[src/rtl/insn_fetch_buffer_pkg.sv]
// rtl/insn_fetch_buffer_pkg.sv - shared widths, NOP encoding and sizing helper for the fetch buffer
//
// Purpose : default geometry of the instruction fetch buffer and the instruction
//           presented to the converter when nothing real is available.
// Contents: DEF_PC_WIDTH, DEF_INSTR_WIDTH, DEF_FETCH_DEPTH, NOP_INSN, occ_width()
package insn_fetch_buffer_pkg;

    localparam int DEF_PC_WIDTH    = 32;
    localparam int DEF_INSTR_WIDTH = 32;
    localparam int DEF_FETCH_DEPTH = 4;

    // ori r0,r0,0 - the canonical no-op the converter sees while the buffer is empty
    localparam logic [31:0] NOP_INSN = 32'h6000_0000;

    // Occupancy counters must be able to hold DEPTH itself, hence one extra bit
    // over the pointer width.
    function automatic int occ_width(input int depth);
        return $clog2(depth) + 1;
    endfunction

endpackage

[src/rtl/insn_fetch_buffer_fetch_fifo.sv]
// rtl/insn_fetch_buffer_fetch_fifo.sv - DEPTH-entry FIFO holding {pc, instruction} pairs
//
// Purpose : storage for fetched words between instruction memory and the converter.
//           The head entry is visible combinationally on head_data.
// Ports   : clk, rst         clock, synchronous active-high reset
//           push, push_data  write one entry (ignored when full unless popping too)
//           pop              retire head entry (ignored when empty)
//           flush            drop all entries, takes priority over push/pop
//           head_data        oldest entry
//           full, empty      status
//           count            number of valid entries (0..DEPTH)
module fetch_fifo #(
    parameter  int DEPTH = 4,
    parameter  int WIDTH = 64,
    localparam int AW    = $clog2(DEPTH),
    localparam int CW    = AW + 1
) (
    input  logic             clk,
    input  logic             rst,
    input  logic             push,
    input  logic [WIDTH-1:0] push_data,
    input  logic             pop,
    input  logic             flush,
    output logic [WIDTH-1:0] head_data,
    output logic             full,
    output logic             empty,
    output logic [CW-1:0]    count
);

    logic [AW-1:0]    wr_ptr_q, wr_ptr_d;
    logic [AW-1:0]    rd_ptr_q, rd_ptr_d;
    logic [CW-1:0]    count_q, count_d;
    logic [WIDTH-1:0] mem_q [DEPTH];
    logic             do_push, do_pop;

    always_comb begin
        empty    = (count_q == '0);
        full     = (count_q == CW'(DEPTH));
        do_pop   = pop && !empty;
        do_push  = push && (!full || do_pop);
        wr_ptr_d = wr_ptr_q;
        rd_ptr_d = rd_ptr_q;
        count_d  = count_q;
        if (flush) begin
            wr_ptr_d = '0;
            rd_ptr_d = '0;
            count_d  = '0;
        end else begin
            // Pointers are exactly log2(DEPTH) bits so they wrap for free.
            if (do_push) wr_ptr_d = wr_ptr_q + AW'(1);
            if (do_pop)  rd_ptr_d = rd_ptr_q + AW'(1);
            case ({do_push, do_pop})
                2'b10:   count_d = count_q + CW'(1);
                2'b01:   count_d = count_q - CW'(1);
                default: count_d = count_q;
            endcase
        end
    end

    always_ff @(posedge clk) begin
        if (rst) begin
            wr_ptr_q <= '0;
            rd_ptr_q <= '0;
            count_q  <= '0;
        end else begin
            wr_ptr_q <= wr_ptr_d;
            rd_ptr_q <= rd_ptr_d;
            count_q  <= count_d;
        end
    end

    // Data array carries no reset; validity is tracked by count_q alone.
    always_ff @(posedge clk) begin
        if (!rst && !flush && do_push) begin
            mem_q[wr_ptr_q] <= push_data;
        end
    end

    assign head_data = mem_q[rd_ptr_q];
    assign count     = count_q;

endmodule

[src/rtl/insn_fetch_buffer.sv]
// rtl/insn_fetch_buffer.sv - sequential instruction fetcher feeding the converter through a small FIFO
//
// Purpose : issues one word-aligned fetch per cycle while credit allows, queues the
//           returned words with their PCs and presents the oldest one to the converter,
//           holding it while either stall is raised. A redirect flushes everything.
// Ports   : clk, rst                      clock, synchronous active-high reset
//           redirect_valid, redirect_pc   flush and restart fetch at redirect_pc & ~3
//           imem_req, imem_addr           fetch request and word address
//           imem_rvalid, imem_rdata       response, exactly one cycle after the request
//           ext_stall, pipe_stall         hold the presented instruction
//           PC, dout, out_valid           presented instruction, its PC, and validity
module insn_fetch_buffer
    import insn_fetch_buffer_pkg::*;
#(
    parameter int DEPTH       = DEF_FETCH_DEPTH,
    parameter int PC_WIDTH    = DEF_PC_WIDTH,
    parameter int INSTR_WIDTH = DEF_INSTR_WIDTH
) (
    input  logic                   clk,
    input  logic                   rst,
    input  logic                   redirect_valid,
    input  logic [PC_WIDTH-1:0]    redirect_pc,
    output logic                   imem_req,
    output logic [PC_WIDTH-1:0]    imem_addr,
    input  logic                   imem_rvalid,
    input  logic [INSTR_WIDTH-1:0] imem_rdata,
    input  logic                   ext_stall,
    input  logic                   pipe_stall,
    output logic [PC_WIDTH-1:0]    PC,
    output logic [INSTR_WIDTH-1:0] dout,
    output logic                   out_valid
);

    localparam int CW = occ_width(DEPTH);
    localparam int EW = PC_WIDTH + INSTR_WIDTH;

    logic [PC_WIDTH-1:0]    fetch_pc_q, fetch_pc_d;
    logic [PC_WIDTH-1:0]    last_pc_q, last_pc_d;
    logic                   inflight_q, inflight_d;

    logic [PC_WIDTH-1:0]    redirect_pc_aligned;
    logic                   req_ok;
    logic                   push, pop;
    logic [EW-1:0]          push_data;
    logic [EW-1:0]          head_data;
    logic [PC_WIDTH-1:0]    head_pc;
    logic [INSTR_WIDTH-1:0] head_insn;
    logic                   full, empty;
    logic [CW-1:0]          count;

    fetch_fifo #(
        .DEPTH (DEPTH),
        .WIDTH (EW)
    ) u_fifo (
        .clk       (clk),
        .rst       (rst),
        .push      (push),
        .push_data (push_data),
        .pop       (pop),
        .flush     (redirect_valid),
        .head_data (head_data),
        .full      (full),
        .empty     (empty),
        .count     (count)
    );

    assign {head_pc, head_insn} = head_data;

    always_comb begin
        redirect_pc_aligned = redirect_pc & ~PC_WIDTH'(3);

        // An outstanding request already owns a slot, so occupancy plus inflight
        // can never exceed DEPTH and a response always has room to land.
        req_ok = !rst && !redirect_valid && ((count + CW'(inflight_q)) < CW'(DEPTH));

        imem_req  = req_ok;
        imem_addr = fetch_pc_q;

        // Only one request is ever outstanding and fetch_pc advanced by one word
        // when it issued, so the response belongs to fetch_pc - 4. Responses with
        // nothing outstanding (spurious or from before a redirect) are dropped.
        push      = imem_rvalid && inflight_q && !redirect_valid;
        push_data = {fetch_pc_q - PC_WIDTH'(4), imem_rdata};

        out_valid = !empty;
        // While empty, PC keeps the last retired value so the converter never
        // sees a PC change without a real instruction behind it.
        PC        = empty ? last_pc_q : head_pc;
        dout      = empty ? INSTR_WIDTH'(NOP_INSN) : head_insn;

        pop = out_valid && !ext_stall && !pipe_stall && !redirect_valid;

        fetch_pc_d = fetch_pc_q;
        last_pc_d  = last_pc_q;
        inflight_d = req_ok;
        if (redirect_valid) begin
            fetch_pc_d = redirect_pc_aligned;
            last_pc_d  = redirect_pc_aligned;
        end else begin
            if (req_ok) fetch_pc_d = fetch_pc_q + PC_WIDTH'(4);
            if (pop)    last_pc_d  = head_pc;
        end
    end

    always_ff @(posedge clk) begin
        if (rst) begin
            fetch_pc_q <= '0;
            last_pc_q  <= '0;
            inflight_q <= 1'b0;
        end else begin
            fetch_pc_q <= fetch_pc_d;
            last_pc_q  <= last_pc_d;
            inflight_q <= inflight_d;
        end
    end

    a_no_push_when_full: assert property (@(posedge clk) disable iff (rst) !(push && full));

endmodule

[config.mk]
export PLATFORM = sky130hd
export DESIGN_NAME = insn_fetch_buffer
export DESIGN_NICKNAME = d
export VERILOG_FILES = /design/src/rtl/insn_fetch_buffer_pkg.sv /design/src/rtl/insn_fetch_buffer_fetch_fifo.sv /design/src/rtl/insn_fetch_buffer.sv
export SDC_FILE = /design/constraint.sdc
export NUM_CORES = 1
export LEC_CHECK = 0
export ABC_AREA = 1
export BUFFER_PORTS_ARGS = -buffer_cell sky130_fd_sc_hd__buf_2
export CORE_AREA = 5 5 186 188
export DETAILED_ROUTE_END_ITERATION = 7
export DIE_AREA = 0 0 191 193
export PLACE_DENSITY = 0.76
export RECOVER_POWER = 100
export SLEW_MARGIN = 20
export SYNTH_ARGS = -nofsm -noshare
export SYNTH_HDL_FRONTEND = slang
export SYNTH_SLANG_ARGS = --single-unit
[constraint.sdc]
create_clock -name clk -period 4 [get_ports clk]
set_clock_uncertainty 0.2 [all_clocks]
set_input_delay 0.4 -clock clk [delete_from_list [all_inputs] [get_ports clk]]
set_output_delay 0.4 -clock clk [all_outputs]
set_load 0.1 [all_outputs]
==> flow_metrics.env <==
export IMPL_routedWlPerCell_um=18.5
export IMPL_min_from="redirect_pc[19]"
export IMPL_end_kind="primary output"
export IMPL_antenna_left=0
export IMPL_synth_warnings=0
export IMPL_critPathArrivalTime_ns=3.16
export IMPL_power_density_nw_per_um2=452
export IMPL_dieArea_um2=36900
export IMPL_synthCells=1517
export IMPL_grt_start_max_net_pins=125
export IMPL_crit_fanout=26
export IMPL_fin_crit_sh_pct=94.0
export IMPL_setup_ws_ns=0.239
export IMPL_drc=0
export IMPL_io_buffers=161
export IMPL_final_hold_viol_count=0
export IMPL_required_ns=3.40
export IMPL_num_rows=67
export IMPL_netlist_area_um2=14400
export IMPL_syn_area_per_cell_um2=9.51
export IMPL_cts_clk_slew_worst_paths_ns=0.06
export IMPL_gr_usage_all_layers_pct=21.2
export IMPL_overflow=0
export IMPL_cellLeakagePower_nw=6.46
export IMPL_cts_tree="yes"
export IMPL_worst_pin_slew_ns=1.95
export IMPL_grt_pass1_wl_um=61600
export IMPL_cts_sinks=318
export IMPL_rsz0062_at_grt="false"
export IMPL_drt_pass1_iterations=5
export IMPL_fmax_mhz=266
export IMPL_core_area_um2=32900
export IMPL_root_buffer="clkbuf_16"
export IMPL_drv_cap=2
export IMPL_die_w_um=191
export IMPL_ctsResizeCount=0
export IMPL_pre_cts_slack_ns=0.887
export IMPL_synth_edf_count=248
export IMPL_place_inst=2061
export IMPL_drive_gt1_share_pct=11.7
export IMPL_cts_inserted_buffers=35
export IMPL_drt_iter0_drc=1024
export IMPL_vdd_drop_max_mv=0.301
export IMPL_wl_um=40100
export IMPL_wl_met3_um=3750
export IMPL_total_power_w=0.00768
export IMPL_seq_area_frac_synth_pct=61.3
export IMPL_hold_class="primary input to register"
export IMPL_wl_met2_um=19000
export IMPL_r2r_slack_ns=0.39
export IMPL_final_util_pct=51.5
export IMPL_die_h_um=193
export IMPL_relSlewSlack_pct=-30.3
export IMPL_hold_end="imem_addr[19]"
export IMPL_start_kind="register"
export IMPL_status="finished with violations"
export IMPL_finalCriticalPeriod_ns=3.76
export IMPL_cts_buffer_depth=3
export IMPL_antenna_found_initial=1
export IMPL_final_net_count=1774
export IMPL_highest_layer="met4"
export IMPL_syn_to_final_growth_pct=17.6
export IMPL_met1_length_um=16300
export IMPL_worstSetupPathType="register to primary output"
export IMPL_r2r_start="u_fifo.count[0]"
export IMPL_hold_depth=3
export IMPL_initial_core_util_pct=43.8
export IMPL_ctsHtreeMaxLevel=2
export IMPL_gp_congestion=0.943
export IMPL_yosysUniqueCellTypes=39
export IMPL_ys_seq_elements=318
export IMPL_synthFlopType="edfxtp_1"
export IMPL_finalNonFillerCells=2172
export IMPL_clock_latency_ns=0.52
export IMPL_r2r_cells=7
export IMPL_setup_viol=0
export IMPL_grt_pass1_vias=11416
export IMPL_final_max_slew_viol_count=80
export IMPL_rr_endpoint="u_fifo.mem_q[2][30]"
export IMPL_viasPerCell=5.40
export IMPL_postSynth_asyncResetShare_pct=0
export IMPL_violations="capacitance limit, slew limit"
export IMPL_dpl_hpwl_um=25300
export IMPL_ios=168
export IMPL_detailroute_via_count=11718
export IMPL_fin_hold_ws_ns=0.0121
## cells by family after synthesis
logic type | synth area share [%]
simple gates | 23.2
fa+ha+maj | 0.659
compound gates | 8.46
flops | 61.3
xor+xnor | 1.33
buf+inv | 4.98
other cells | 0.0260
## state kept, by name, indices dropped and copies added, names as in the netlist, named ones only
name and count:
u_fifo.mem_q 248, last_pc_q 30, inflight_q 1, u_fifo.rd_ptr_q 2
u_fifo.wr_ptr_q 2, imem_addr 30, u_fifo.count 3
## layout make-up
cell class              instances  area (µm²)
fillers                      2934       16000
flip-flops and latches        318        8850
clock inverters                19         136
multi-input cells            1035        4810
inverters                      78         294
diodes                          2        5.00
repair buffers                229        1360
well taps                     448         561
clock buffers                  43         957
## routing by layer
| layer | global-route usage (%) | vias up |
|---|---|---|
| li1 | - | 5557 |
| met1 | 27.9 | 5552 |
| met2 | 35.4 | 531 |
| met3 | 4.20 | 78 |
| met4 | 7.38 | 0 |
| met5 | 0 | - |
## cells in the mapped netlist, types with 9 or more instances
master      n  area (µm²)
nand4_1    12        75.1
buf_4       9        67.6
nor2_1    198         743
o21ai_0   118         591
xor2_1     21         184
clkbuf_1   35         131
nand2_1   338        1270
a31oi_1    31         194
nand3_1   180         901
nand2_2    10        62.6
o21ai_1    13        65.1
a21oi_1    64         320
buf_2      28         140
inv_2      11        41.3
inv_1      66         248
buf_1      13        48.8
dfxtp_1    70        1400
edfxtp_1  248        7450
nor2_2      9        56.3
## worst max-delay path by stage
| stage | from | cells after the start | end | slack [ns] |
|---|---|---|---|---|
| 5_1_grt | u_fifo.count[0] | 6 | dout[12] | 0.09 |
| 4_1_cts | u_fifo.count[0] | 7 | PC[18] | 0.36 |
| 2_1_floorplan | u_fifo.count[0] | 6 | u_fifo.mem_q[0][0] | -0.17 |
| 6_report | u_fifo.count[0] | 6 | dout[0] | 0.24 |
| 3_5_place_dp | u_fifo.count[2] | 7 | u_fifo.mem_q[2][5] | 0.89 |
| 3_3_place_gp | u_fifo.count[0] | 7 | PC[14] | 0.92 |
## report_power, final
| group | internal, W | switching [W] |
|---|---|---|
| sequential | 0.00364 | 0.0000601 |
| combinational | 0.000179 | 0.000740 |
| clock | 0.00177 | 0.00128 |
| total | 0.00559 | 0.00208 |
## placed cells by master (no fill, tap or decap), types with 9 or more instances in the layout
master,n
a21oi_1,64
edfxtp_1,248
inv_1,68
nand4_1,13
nand2_1,345
dfxtp_1,68
dlygate4sd3_1,47
clkbuf_2,66
nand3_1,180
clkbuf_1,70
clkbuf_16,36
buf_4,10
inv_2,9
xor2_1,21
nor2_1,203
buf_2,37
a31oi_1,31
o21ai_0,123
## repair_timing
item,in CTS,in global routing
buffers inserted,0,0
hold endpoints to repair,152,0
hold buffers,47,0
## through the flow
step / TNS (ns) / area (µm²)
detailed placement: 0 / 15600
finish: 0 / 17000
global route: 0 / 17000
CTS: 0 / 17200
floorplan: -42.89 / 14400
global placement: 0 / 15600
## critical path, stage by stage (launching register included)
cell	delay (ns)
dfxtp_1	0.41
nor2_2	0.09
nand2_2	0.46
inv_2	0.43
clkbuf_2	0.45
a21oi_1	0.30
clkbuf_2	0.50
No activity file was read; power rests on OpenSTA's default activity.
